$ cat src/rtl/ram_read.sv
// ram_read: streams the frame RAM to an OLED byte sender, page by page with per-page address commands.
// Define RAM_READ_CONTINUOUS_EN for endless refresh; otherwise one frame per en_ram_rd request.
module ram_read #(
  parameter logic [7:0] COL_START = 8'd0
) (
  input  logic       clk,
  input  logic       rst,
  input  logic       en_ram_rd,
  output logic [9:0] rdaddress,
  input  logic [7:0] q,
  output logic       tx_valid,
  output logic       tx_dc,
  output logic [7:0] tx_data,
  input  logic       tx_ready,
  output logic       busy,
  output logic       frame_done
);
  typedef enum logic [2:0] {IDLE, CMD_PAGE, CMD_COLL, CMD_COLH, RD_ADDR, RD_WAIT, SEND, NEXT} state_t;
  state_t state, state_nx;
  logic [2:0] page;
  logic [6:0] col;
  logic [7:0] data;
  logic xfer;
  assign xfer = tx_valid && tx_ready;
  always_ff @(posedge clk or posedge rst)
    if (rst) state <= IDLE;
    else state <= state_nx;
  // Page 0 lives at the top of the RAM, so the page field of the address is inverted.
  always_ff @(posedge clk or posedge rst)
    if (rst) begin
      page <= '0;
      col <= '0;
      rdaddress <= '0;
      data <= '0;
    end else begin
      if (state == IDLE && en_ram_rd) begin
        page <= '0;
        col <= '0;
      end
      if (state == RD_ADDR) rdaddress <= {3'd7 - page, col};
      if (state == RD_WAIT) data <= q;
      if (state == SEND && xfer) col <= col + 7'd1;
      if (state == NEXT) begin
        page <= page + 3'd1;
        col <= '0;
      end
    end
  always_comb begin
    state_nx = state;
    unique case (state)
      IDLE:     state_nx = en_ram_rd ? CMD_PAGE : IDLE;
      CMD_PAGE: state_nx = xfer ? CMD_COLL : CMD_PAGE;
      CMD_COLL: state_nx = xfer ? CMD_COLH : CMD_COLL;
      CMD_COLH: state_nx = xfer ? RD_ADDR : CMD_COLH;
      RD_ADDR:  state_nx = RD_WAIT;
      RD_WAIT:  state_nx = SEND;
      SEND:     state_nx = xfer ? (col == 7'd127 ? NEXT : RD_ADDR) : SEND;
`ifdef RAM_READ_CONTINUOUS_EN
      NEXT:     state_nx = CMD_PAGE;
`else
      NEXT:     state_nx = page == 3'd7 ? IDLE : CMD_PAGE;
`endif
      default:  state_nx = IDLE;
    endcase
  end
  always_comb begin
    tx_valid = state inside {CMD_PAGE, CMD_COLL, CMD_COLH, SEND};
    tx_dc = state == SEND;
    tx_data = state == CMD_PAGE ? {5'b10110, page} :
              state == CMD_COLL ? {4'h0, COL_START[3:0]} :
              state == CMD_COLH ? {4'h1, COL_START[7:4]} :
              state == SEND     ? data : 8'h00;
    busy = state != IDLE;
    frame_done = state == NEXT && page == 3'd7;
  end
endmodule

$ cat config.mk
export PLATFORM = sky130hd
export DESIGN_NAME = ram_read
export DESIGN_NICKNAME = d
export VERILOG_FILES = /design/src/rtl/ram_read.sv
export SDC_FILE = /design/constraint.sdc
export NUM_CORES = 1
export LEC_CHECK = 0
export CAP_MARGIN = 10
export CORE_MARGIN = 2
export CORE_UTILIZATION = 49
export CTS_CLUSTER_SIZE = 28
export DETAILED_ROUTE_END_ITERATION = 10
export PLACE_DENSITY = 0.76
export SLEW_MARGIN = 25
export SYNTH_ARGS = -nofsm -noshare
export SYNTH_HDL_FRONTEND = slang
export SYNTH_SLANG_ARGS = --single-unit
$ cat constraint.sdc
create_clock -name clk -period 2.4 [get_ports clk]
set_clock_uncertainty 0.15 [all_clocks]
set_input_delay 0.48 -clock clk [delete_from_list [all_inputs] [get_ports clk]]
set_output_delay 0.48 -clock clk [all_outputs]
set_load 0.01 [all_outputs]
==> results_dict.tcl, run 1 <==
set metrics [dict create \
    clock-sinks 31 \
    grt_use_total 0.202 \
    final_common_cell "dfrtp_1" \
    slew-limit-headroom 0.745 \
    max_cap_violations 0 \
    drv_slew 0 \
    finalSetupViolations 0 \
    core_um2 3000 \
    drive_above_1_share 0.194 \
    r2r_start "state[1]" \
    root_buffer "clkbuf_4" \
    fin_nets 196 \
    seqPwrFrac 0.389 \
    drt_iter0_markers 31 \
    finalSetupTns_ns 0 \
    drc 0 \
    worstPathArrival_ns 1.70 \
    final_hold_viol_count 0 \
    synth_area_um2 1520 \
    critPathKind "flip-flop to output pin" \
    fin_crit_sh 0.972 \
    numCtsBuffers 5 \
    crit_path_end_kind "output pin" \
    grt_overflow 0 \
    wl_um 3060 \
    ys_async_sr_fraction 1.00 \
    status "finished clean" \
    fmax_mhz 429 \
    grt_pass1_vias 1217 \
    peakVddDrop_v 0.000633 \
    post-route-min-period_ns 2.33 \
    port_buffers 33 \
    cp_data_required_time_ns 1.77 \
    via_per_inst 5.70 \
    fin_util 0.656 \
    die_area_um2 3560 \
    synth_seq_cells 31 \
    area_growth_pct 29.7 \
    drtPass1Iterations 4 \
    n_fill_cell 244 \
    antenna_cells 0 \
    ios 34 \
    combPwrFrac 0.485 \
    wl_per_cell_um 14.3 \
    critPathLaunchType "flip-flop" \
    drt.antenna.violating_nets 0 \
    ys_types 35 \
    hold_buffers 0 \
    hold_path_end "rdaddress[6]" \
    mostFrequentLayoutCells "dfrtp_1, clkdlybuf4s50_1, mux2_2" \
    grt_pass1_wl_um 5360 \
    gp_congestion 0.767 \
    power_density_nw_per_um2 1020 \
    rsz0062_at_grt "no" \
    power.internal_w 0.00130 \
    grt_max_degree 32 \
    timing.rr.end "col[3]" \
    yosysWarnings 0 \
    reg2regPathDepth 4 \
    hold_class "flip-flop to flip-flop" \
    path_cells "and3b_2 -> and2_1 -> clkdlybuf4s50_1" \
    cts_tree "built" \
    r2r_slack_ns 0.53 \
    worst_slew_pin_slew_ns 0.383 \
    clk_pin_slew_worst_paths_ns 0.09 \
    start_util 0.506 \
    cpMaxStageDelayCell "clkdlybuf4s50_1" \
    die_y_um 59.7 \
    htreeDepth 2 \
    worstSkewPairLatency_ns 0.32 \
    post-dp-hpwl_um 2230 \
    clkPwrFrac 0.127 \
    synth_edf_count 0 \
    regArea_um2 776 \
    switching_share 0.357 \
    crit_fanout 7 \
    hold_depth 1 \
    multi_input_area_um2 686 \
    syn_avg_cell_area_um2 11.0 \
    syn-num-nets 153 \
    antenna_found_initial 0 \
    p_sw_w 0.000720 \
    vias 1215 \
    yosysSeqAreaShare 0.511 \
    slowest_delay_ns 0.53 \
    row_count 20 \
    clockBufferDepth 2 \
    ys.flop_type "dfrtp_1" \
    synthCells 138 \
    die_w_um 59.7 \
    hold_start "rdaddress[6]" \
    p_leak_nw 0.945 \
]
[kinds of logic after synthesis]
logic type,Yosys count,synth area share
flops,31,0.511
mux,19,0.138
simple gates,43,0.155
compound gates,29,0.126
xor+xnor,1,0.00577
fa+ha+maj,3,0.0247
buf+inv,12,0.0404
[per-stage QoR]
step                instance area (um2)  hold slack (ns)  worst slack [ns]  power (W)  cells
floorplan                          1520            0.310             0.491    0.00139    138
global placement                   1900            0.338             0.256    0.00173    204
detailed placement                 1900            0.342             0.228    0.00176    204
CTS                                1960            0.368            0.0166    0.00204    212
global route                       1970            0.387           0.00922    0.00218    213
finish                             1970            0.361            0.0670    0.00202    213
[per-layer routing]
metal,wire [um],up-vias,part of all wire,global-route usage
met1,1370,595,0.45,0.254
met3,142,5,0.046,0.0671
li1,-,587,-,-
met4,40,0,0.013,0.0635
met5,0,-,0,0
met2,1500,28,0.49,0.331
[power by group through the flow]
stage	logic (W)	registers, W	clock network [W]
2_1_floorplan	0.000596	0.000797	0
3_3_place_gp	0.000930	0.000802	0
3_5_place_dp	0.000956	0.000808	0
4_1_cts	0.000983	0.000783	0.000270
5_1_grt	0.00107	0.000809	0.000298
6_report	0.000977	0.000784	0.000255
[worst max-delay path: cells and delay by family, from the launching register on]
family                 cells  cell delay [ns]
AND/OR/NAND/NOR            2             0.45
buffers and inverters      1             0.53
flip-flops                 1             0.40
[how the worst max path moves through the flow]
stage,start,end,slack (ns),depth (start not counted)
floorplan,state[0],tx_data[0],0.49,4
global placement,en_ram_rd,col[3],0.26,4
detailed placement,en_ram_rd,col[3],0.23,4
CTS,state[0],tx_data[6],0.02,3
global route,state[0],tx_data[6],0.009,3
finish,state[0],tx_data[6],0.07,3
[registers in the layout, indices dropped and copies added, names as in the netlist]
register / flops
page: 3
data: 8
state: 3
rdaddress: 10
col: 7
[layout make-up]
cell class / instances / share of cell area
tap: 33 / 0.0210
sequential: 31 / 0.394
multi-input combinational: 95 / 0.348
clock buffer: 6 / 0.0210
inverter: 4 / 0.00762
timing repair buffer: 44 / 0.208
[cell usage after synthesis, types with 2 or more instances]
master    instances  area share
mux2_2           15        0.11
ha_1              3       0.025
nor2_1            7       0.017
dfrtp_1          31        0.51
and3_1            2      0.0082
or3_1             2      0.0082
nand4_1           2      0.0082
inv_1             4      0.0099
and2_1            3       0.012
mux2i_1           4       0.026
a21oi_1           6       0.020
o21ai_0           7       0.023
o211ai_1          2      0.0099
nor3_1            2      0.0066
buf_6             2       0.015
nand2_1          10       0.025
clkbuf_1          5       0.012
a21o_1            3       0.015
nand3_1           8       0.026
o22ai_1           2      0.0082
a22o_1            4       0.023
[what timing repair did]
item                                    4_1_cts  5_1_grt
hold endpoints to repair                      0        0
resized for setup                            10        1
setup buffers                                 2        1
endpoints found under the setup margin       10        3
Power figures use the tool's default switching activity.
==> run 2, diff against run 1 <==
--- a/config.mk
+++ b/config.mk
@@ -6,12 +6,13 @@
 export NUM_CORES = 1
 export LEC_CHECK = 0
 export CAP_MARGIN = 10
-export CORE_MARGIN = 2
 export CORE_UTILIZATION = 49
 export CTS_CLUSTER_SIZE = 28
 export DETAILED_ROUTE_END_ITERATION = 10
+export HOLD_SLACK_MARGIN = 0.12
 export PLACE_DENSITY = 0.76
 export SLEW_MARGIN = 25
 export SYNTH_ARGS = -nofsm -noshare
 export SYNTH_HDL_FRONTEND = slang
 export SYNTH_SLANG_ARGS = --single-unit
+export TNS_END_PERCENT = 1
==> results_dict.tcl, run 2 (same netlist as run 1, synthesis figures left out) <==
set metrics [dict create \
    status "complete, but fails checks" \
    violations "DRC" \
    largest_reg_flops 10 \
    reg2regPathDepth 4 \
    gp_congestion 0.917 \
    peakVddDrop_v 0.000638 \
    use_met3 0.0692 \
    seqPwrFrac 0.381 \
    finalSetupTns_ns 0 \
    worstPathArrival_ns 1.68 \
    crit_path_end_kind "output pin" \
    wl_per_cell_um 15.7 \
    critPathKind "flip-flop to output pin" \
    clkPwrFrac 0.145 \
    timing.rr.end "col[3]" \
    fin_nets 195 \
    post-route-min-period_ns 2.31 \
    numCtsBuffers 5 \
    cts_tree "built" \
    grtUsageMet2 0.346 \
    top_register "rdaddress" \
    port_buffers 33 \
    root_buffer "clkbuf_4" \
    fin_crit_sh 0.962 \
    n_fill_cell 223 \
    slew-limit-headroom 0.739 \
    grt_pass1_wl_um 5700 \
    finalSetupViolations 0 \
    r2r_slack_ns 0.57 \
    final_hold_viol_count 0 \
    place_area_um2 1890 \
    busiest_layer "met2" \
    final_common_cell "dfrtp_1" \
    power_density_nw_per_um2 1060 \
    antenna_found_initial 0 \
    drv_slew 0 \
    grt_max_degree 32 \
    multi_input_area_um2 691 \
    clockBufferDepth 2 \
    drive_above_1_share 0.211 \
    fmax_mhz 433 \
    core_um2 2850 \
    htreeDepth 2 \
    clock-sinks 31 \
    grtUsageMet1 0.321 \
    via_per_inst 5.85 \
    p_sw_w 0.000763 \
    grt_overflow 0 \
    hold_class "input pin to async pin" \
    combPwrFrac 0.474 \
    mostFrequentLayoutCells "dfrtp_1, clkdlybuf4s50_1, mux2_2" \
    drt_iter0_markers 40 \
    max_cap_violations 0 \
    clk_pin_slew_worst_paths_ns 0.09 \
    critPathLaunchType "flip-flop" \
    worstSkewPairLatency_ns 0.33 \
    final_area_um2 1980 \
    die_y_um 57.7 \
    r2r_start "state[1]" \
    worst_slew_pin_slew_ns 0.392 \
    power.internal_w 0.00133 \
    row_count 19 \
    regArea_um2 777 \
    hold_buffers 0 \
    hold_slack_ns 0.353 \
    die_w_um 57.7 \
    switching_share 0.364 \
    drt.antenna.violating_nets 0 \
    grt_pass1_vias 1221 \
    drtPass1Iterations 9 \
    area_growth_pct 30.6 \
    rsz0062_at_grt "no" \
    drc 2 \
    start_util 0.532 \
    reg_top3 "rdaddress x10, data x8, col x7" \
    wl_um 3320 \
    crit_fanout 6 \
    die_area_um2 3330 \
    post-dp-hpwl_um 2330 \
    cp_data_required_time_ns 1.77 \
    vias 1234 \
    grt_use_total 0.230 \
    p_leak_nw 0.965 \
    ios 34 \
    antenna_cells 0 \
]
==> run 2: worst max path at each step <==
stage | startpoint | to
finish | state[0] | tx_dc
global route | state[1] | busy
CTS | state[2] | tx_data[4]
detailed placement | tx_ready | col[5]
global placement | en_ram_rd | col[3]
floorplan | state[0] | tx_data[0]
==> run 2: layer usage <==
| metal | vias up | share of wire |
|---|---|---|
| met4 | 0 | 0.024 |
| met1 | 598 | 0.46 |
| met3 | 14 | 0.049 |
| li1 | 588 | - |
| met5 | - | 0 |
| met2 | 34 | 0.47 |
==> run 2: layout make-up <==
class                      instances  area share
clock buffer                       6      0.0259
clock inverter                     1     0.00252
inverter                           4     0.00757
multi-input combinational         95       0.348
sequential                        31       0.392
tap                               31      0.0196
timing repair buffer              43       0.204
==> run 2: metrics by stage <==
step | utilization | cells | power [W] | worst slack (ns)
floorplan | - | 138 | 0.00139 | 0.491
global placement | 0.664 | 201 | 0.00174 | 0.253
detailed placement | 0.664 | 201 | 0.00177 | 0.239
CTS | 0.689 | 210 | 0.00210 | -0.0314
global route | 0.695 | 211 | 0.00225 | 0.0141
finish | 0.695 | 211 | 0.00210 | 0.0905
==> run 2: what timing repair did <==
action / CTS / global route
setup buffers: 2 / 1
gates resized for setup: 10 / 4
setup endpoints to repair: 10 / 4
endpoints found under the hold margin: 0 / 0
==> run 2: worst max-delay path: stages, from the launching register on <==
cell             delay (ns)
dfrtp_1                0.39
and3b_2                0.29
buf_4                  0.14
clkdlybuf4s50_1        0.53
==> run 2: power groups by stage <==
stage	combinational (W)	sequential [W]	clock [W]
after floorplan	0.000596	0.000797	0
after global placement	0.000934	0.000807	0
after detailed placement	0.000956	0.000818	0
after CTS	0.000987	0.000795	0.000319
after global routing	0.00109	0.000821	0.000337
final	0.000995	0.000799	0.000304
